<file path="config.mk">
export PLATFORM = sky130hd
export DESIGN_NAME = id_ex_pipe_reg
export DESIGN_NICKNAME = d
export VERILOG_FILES = /design/src/rtl/id_ex_pipe_reg.sv
export SDC_FILE = /design/constraint.sdc
export NUM_CORES = 1
export LEC_CHECK = 0
export CORE_ASPECT_RATIO = 0.9
export CORE_MARGIN = 2
export CORE_UTILIZATION = 25
export CTS_BUF_LIST = sky130_fd_sc_hd__clkbuf_8
export CTS_CLUSTER_DIAMETER = 100
export DETAILED_ROUTE_END_ITERATION = 8
export SLEW_MARGIN = 20
export SYNTH_ARGS = -nofsm -noshare
export SYNTH_HDL_FRONTEND = slang
export SYNTH_SLANG_ARGS = --single-unit
</file>
<file path="constraint.sdc">
create_clock -name clk -period 1.96 [get_ports clk]
set_clock_uncertainty 0.2 [all_clocks]
set_input_delay 0.294 -clock clk [delete_from_list [all_inputs] [get_ports clk]]
set_output_delay 0.294 -clock clk [all_outputs]
set_load 0.005 [all_outputs]
</file>
<file path="src/rtl/id_ex_pipe_reg.sv">
// ID/EX pipeline register with valid/ready handshake, flush and bubble zeroing of control bits.
// Optional bubble-cycle counter enabled by defining ID_EX_PERF_CNT_EN.
module id_ex_pipe_reg #(
    parameter int XLEN = 32
) (
    input  logic            clk,
    input  logic            rst,
    input  logic            valid_d,
    output logic            ready_d,
    input  logic            RegWriteD,
    input  logic            ALUSrcD,
    input  logic            MemWriteD,
    input  logic            ResultSrcD,
    input  logic            BranchD,
    input  logic [2:0]      ALUControlD,
    input  logic [XLEN-1:0] RD1_D,
    input  logic [XLEN-1:0] RD2_D,
    input  logic [XLEN-1:0] Imm_Ext_D,
    input  logic [XLEN-1:0] PCD,
    input  logic [XLEN-1:0] PCPlus4D,
    input  logic [4:0]      RS1_D,
    input  logic [4:0]      RS2_D,
    input  logic [4:0]      RD_D,
    input  logic            flush_e,
    input  logic            ready_e,
    output logic            valid_e,
    output logic            RegWriteE,
    output logic            ALUSrcE,
    output logic            MemWriteE,
    output logic            ResultSrcE,
    output logic            BranchE,
    output logic [2:0]      ALUControlE,
    output logic [XLEN-1:0] RD1_E,
    output logic [XLEN-1:0] RD2_E,
    output logic [XLEN-1:0] Imm_Ext_E,
    output logic [XLEN-1:0] PCE,
    output logic [XLEN-1:0] PCPlus4E,
    output logic [4:0]      RS1_E,
    output logic [4:0]      RS2_E,
    output logic [4:0]      RD_E
`ifdef ID_EX_PERF_CNT_EN
    ,
    output logic [31:0]     bubble_cnt
`endif
);

    typedef struct packed {
        logic       regWrite;
        logic       aluSrc;
        logic       memWrite;
        logic       resultSrc;
        logic       branch;
        logic [2:0] aluControl;
    } ctrl_t;

    typedef struct packed {
        logic [XLEN-1:0] rd1;
        logic [XLEN-1:0] rd2;
        logic [XLEN-1:0] imm;
        logic [XLEN-1:0] pc;
        logic [XLEN-1:0] pcPlus4;
        logic [4:0]      rs1;
        logic [4:0]      rs2;
        logic [4:0]      rd;
    } data_t;

    ctrl_t ctrlD, ctrlE;
    data_t dataD, dataE;
    logic  validQ, nextValid, xfer;

    assign ctrlD = '{RegWriteD, ALUSrcD, MemWriteD, ResultSrcD, BranchD, ALUControlD};
    assign dataD = '{RD1_D, RD2_D, Imm_Ext_D, PCD, PCPlus4D, RS1_D, RS2_D, RD_D};

    assign ready_d = ~validQ | ready_e;
    assign xfer    = valid_d & ready_d & ~flush_e;

    // Flush beats transfer; an accepted bundle with nothing behind it drains to a bubble.
    always_comb begin
        nextValid = validQ;
        if (flush_e)               nextValid = 1'b0;
        else if (xfer)             nextValid = 1'b1;
        else if (validQ & ready_e) nextValid = 1'b0;
    end

    always_ff @(posedge clk or negedge rst) begin
        if (!rst) begin
            validQ <= 1'b0;
            ctrlE  <= '0;
            dataE  <= '0;
        end else begin
            validQ <= nextValid;
            if (xfer) begin
                ctrlE <= ctrlD;
                dataE <= dataD;
            end else if (!nextValid) begin
                // Bubbles keep stale data but must never carry side-effecting control.
                ctrlE <= '0;
            end
        end
    end

    assign valid_e     = validQ;
    assign RegWriteE   = ctrlE.regWrite;
    assign ALUSrcE     = ctrlE.aluSrc;
    assign MemWriteE   = ctrlE.memWrite;
    assign ResultSrcE  = ctrlE.resultSrc;
    assign BranchE     = ctrlE.branch;
    assign ALUControlE = ctrlE.aluControl;
    assign RD1_E       = dataE.rd1;
    assign RD2_E       = dataE.rd2;
    assign Imm_Ext_E   = dataE.imm;
    assign PCE         = dataE.pc;
    assign PCPlus4E    = dataE.pcPlus4;
    assign RS1_E       = dataE.rs1;
    assign RS2_E       = dataE.rs2;
    assign RD_E        = dataE.rd;

`ifdef ID_EX_PERF_CNT_EN
    logic [31:0] bubbleCnt;

    always_ff @(posedge clk or negedge rst) begin
        if (!rst)
            bubbleCnt <= '0;
        else if (!nextValid && bubbleCnt != 32'hFFFF_FFFF)
            bubbleCnt <= bubbleCnt + 32'd1;
    end

    assign bubble_cnt = bubbleCnt;
`else
    // No counter state in this build.
`endif

endmodule

</file>
=== Word level (Yosys, flattened, before mapping) ===
Cells that the tools add are included.

* Flip-flop bits (word level): 184
* Word-level logic and storage cells: 27

* Equal/unequal tests: 1
* Mux-type cells: 5
* Bitwise gates (word level): 6

{| class="wikitable"
|+ Operators by type and width
! operator !! number
|-
| $mux 8 || 2
|-
| $and 1x1->1 || 3
|-
| $mux 1 || 3
|-
| $ne 2x1->1 const B || 1
|-
| $not 1->1 || 2
|-
| $or 1x1->1 || 1
|}

=== Longest topological paths before layout ===
* Depth in word-level cells: 8
* Depth in mapped cells: 7

=== Worst setup path after synthesis ===
No wires, ideal clock.

* Kind: reg-to-reg
* Start point: register validQ, in the netlist valid_e
* End point: register dataE (netlist bit Imm_Ext_E[0])
* Setup time: 0.125 ns
* Arrival time: 1.399 ns
* Data required time: 1.635 ns
* Path slack: 0.235 ns
* Stages on the path, launching flop included: 8
* Buffers on the path: 3
* Clock period less this slack: 1.725 ns
* Path through: dfrtp_1 nor2b_1 buf_6 inv_6 nand3b_4 buf_6 buf_6 mux2_4

* Cells in the longest elaborated chain, start to end: 4

{| class="wikitable"
|+ Ends and longest elaborated chain
! element !! RTL line !! RTL
|-
| start, declared || 69 || <nowiki>logic validQ, nextValid, xfer;</nowiki>
|-
| start signal, assigned || 91 || <nowiki>validQ <= nextValid;</nowiki>
|-
| $not 1->1 || 74 || <nowiki>assign ready_d = ~validQ | ready_e;</nowiki>
|-
| $or 1x1->1 || 74 ||
|-
| named net ready_d || 9 || <nowiki>output logic ready_d,</nowiki>
|-
| $and 1x1->1 (2 in a row) || 75 || <nowiki>assign xfer = valid_d & ready_d & ~flush_e;</nowiki>
|-
| end signal, assigned || 94 || <nowiki>dataE <= dataD;</nowiki>
|-
| end, declared || 68 || <nowiki>data_t dataD, dataE;</nowiki>
|}

The timed path passes the listed nets, and every way through them passes these cells.
A chain may end at the register's enable or synchronous reset.

=== Worst setup path in the final report ===
* Start point: register dataE (netlist bit PCPlus4E[6])
* End point: output PCPlus4E[6]

{| class="wikitable"
|+ RTL lines
! element !! RTL line !! RTL
|-
| end, declared || 37 || <nowiki>output logic [XLEN-1:0] PCPlus4E,</nowiki>
|}

No word-level cell between the ends.

==> metrics <==
worst path buffer plus inverter count=1; Sw Pwr=2.725 mW; final hold vios=0; CP endpoint kind=output port; Antenna Cells=0; drt via density=4.033; ANT nets after route=0; insertion delay to the later sink of the worst-skew pair=0.45 ns; Residual DRC=0; Fill cells=2,792; top cell type's share of synthesized area=61.28%; drt total wl=20,930 um; initial antenna violation count=0; post-route cell area=0.01237 sq mm; GRT Residual Overflow=0; fin crit share=95.61%; post-layout util=41.62%; highest clock rate=533.6 MHz; post-place setup slack=-0.1883 ns; vias in the first global route=5,465; CP Data Required Time=1.47 ns; row count=60; Multi-input gate area=0.002678 sq mm; initial DRC count=103; CP arrival=1.38 ns; # nets final=1,007; outcome=complete, no violations; GRT Total Usage=13.38%; TritonCTS clock tree=done; clock buffer count from CTS=17; CTS root buf=clkbuf_8; first-pass GRT wire length=32,600 um; Net Count, Synth=598; Tightest Pin Transition=0.3700 ns; Max Cap Viol=0; slowest library cell on the worst path=clkdlybuf4s50_1; die height=168.5 um; Post-Syn Instances=410; most frequent cells in the layout=359 x clkdlybuf4s50_1, 184 x dfrtp_1, 150 x mux2_4; Int Power=7.782 mW; routed wl met3=1943 um; Max Slew Vio Count=0; Area Overhead vs Synth=64.70%; placed cells=1,201; Syn Area/Cell=18.33 sq um; # setup viols final=0; VDD IR max=0.4359 mV; clock transition at the registers of the reported paths=0.10 ns; Seq pwr share=45.4%; router iterations before antenna repair=4; commonest non-fill, non-tap cell in the layout=clkdlybuf4s50_1; top post-synthesis cells by area=dfrtp_1 61%, mux2_4 30%, mux2_2 3.7%; #FFs+latches synth=184; Cell Chain, Critical Path=clkdlybuf4s50_1; fin cells=1,234; Critical Path Source Type=register; Initial Util=25.27%; placed cell area=0.01196 sq mm; Final min period=1.874 ns; DRT met1 WL=9093 um; crit path max fanout=2; number of H-tree levels=4; DP HPWL=15,680 um; Placer Congestion=0.7894; Min-Delay Path Class=input pin to asynchronous set/reset pin; PwrDens=849.1 mW/mm^2; Setup WS post-layout=0.08596 ns; Worst path top cell family by delay=buffers and inverters; worst setup path class=register to output port; largest net degree at the start of global routing=50; Clk pwr share=25.4%; top layer in use=met4; WL/cell=16.96 um; clock buffer depth=2; CORE AREA=0.02973 sq mm; Rel. slew slack=75.33%; clk sinks=184; Die X=186.7 um; RSZ-0062 raised after global routing=no; die footprint=0.03146 sq mm; Vias=4,977; sequential-to-total area share from yosys stat=61.28%; Hold WS=0.08945 ns; Largest stage delay, worst path=0.56 ns; count of cell types in the netlist=13; Comb pwr share=29.2%; leakage power=5.672 nW; met2 routed WL=9529 um; ratio of cells with drive above 1 in the final layout=29.96%; Reg area=0.004604 sq mm; Post-Syn Area=0.007513 sq mm; Syn. warnings=0; Sw Ratio=25.94%; I/O pin count=373; IO Port Bufs=372; area leader, netlist=dfrtp_1
layer usage:
layer  vias up  global-route usage (%)
met4         0                   4.210
met5         -                       0
met1      2470                   16.81
li1       2250                       -
met3        19                   5.660
met2       238                   20.88
power by group through the flow:
stage	Combinational [mW]	Sequential (mW)	Clock [mW]
after detailed placement	3.12	4.84	0
after global placement	3.09	4.84	0
after global routing	3.25	4.86	2.97
final	3.07	4.78	2.66
after floorplan	1.05	4.86	0
after CTS	3.12	4.78	2.83
path summary, 6_finish.rpt:
kind	depth (start not counted)	from	end	slack, ns
max in group asynchronous	3	rst	RD2_E[10]	0.85
hold / removal	2	rst	PCE[25]	0.09
min in group clk	3	ALUControlD[2]	ALUControlE[2]	0.19
setup reg to reg	7	valid_e	RD2_E[24]	0.12
hold reg to reg	1	RD1_E[22]	RD1_E[22]	0.31
setup / recovery	1	PCPlus4E[6]	PCPlus4E[6]	0.09
sequential cells by signal (all words and copies together), names as in the netlist, 3 cells and up:
register     flops
Imm_Ext_E       32
PCE             32
PCPlus4E        32
RD1_E           32
RD2_E           32
RD_E             5
RS1_E            5
RS2_E            5
ALUControlE      3
layout make-up:
type	count	area share (%)
Clock buffer	19	2.113
Tap cell	403	4.075
Timing Repair Buffer	412	33.82
Sequential cell	184	37.21
Multi-Input combinational cell	203	21.64
Inverter	1	0.07078
Clock inverter	12	1.072
what timing repair did:
item	in CTS	in global routing
setup endpoints to repair	5	8
endpoints found under the hold margin	184	0
hold buffers	1	0
gates resized for setup	8	7
buffers inserted	0	1
worst reg2reg max path, delay by kind of cell, from the launching register on:
| kind | cells | cell delay, ns |
|---|---|---|
| flops | 1 | 0.41 |
| mux | 1 | 0.29 |
| buf+inv | 4 | 0.58 |
| simple gates | 2 | 0.24 |
cell families (layout without fill, tap and decap cells):
kind of cell | Yosys count | count (layout) | share of synthesized area [%]
AOI/OAI and AO/OA | 8 | 8 | 0.5329
buffers and inverters | 23 | 444 | 3.081
DFF | 184 | 184 | 61.28
muxes | 175 | 175 | 33.72
and+or+nand+nor | 20 | 20 | 1.382
synth_stat cells:
cell type and number:
dfrtp_1 184, nor2_1 2, buf_2 3, nand3b_4 1
a21oi_1 8, nor2b_1 1, buf_6 18, clkbuf_2 1
nand3_1 8, mux2_4 150, inv_6 1, mux2_2 25
nand2_1 8
stage by stage:
| step | power [mW] | setup TNS [ns] |
|---|---|---|
| floorplan | 5.917 | 0 |
| global placement | 7.929 | -21.28 |
| detailed placement | 7.951 | -23.43 |
| CTS | 10.73 | 0 |
| global route | 11.08 | 0 |
| finish | 10.51 | 0 |
(Power assumes the default switching activity.)
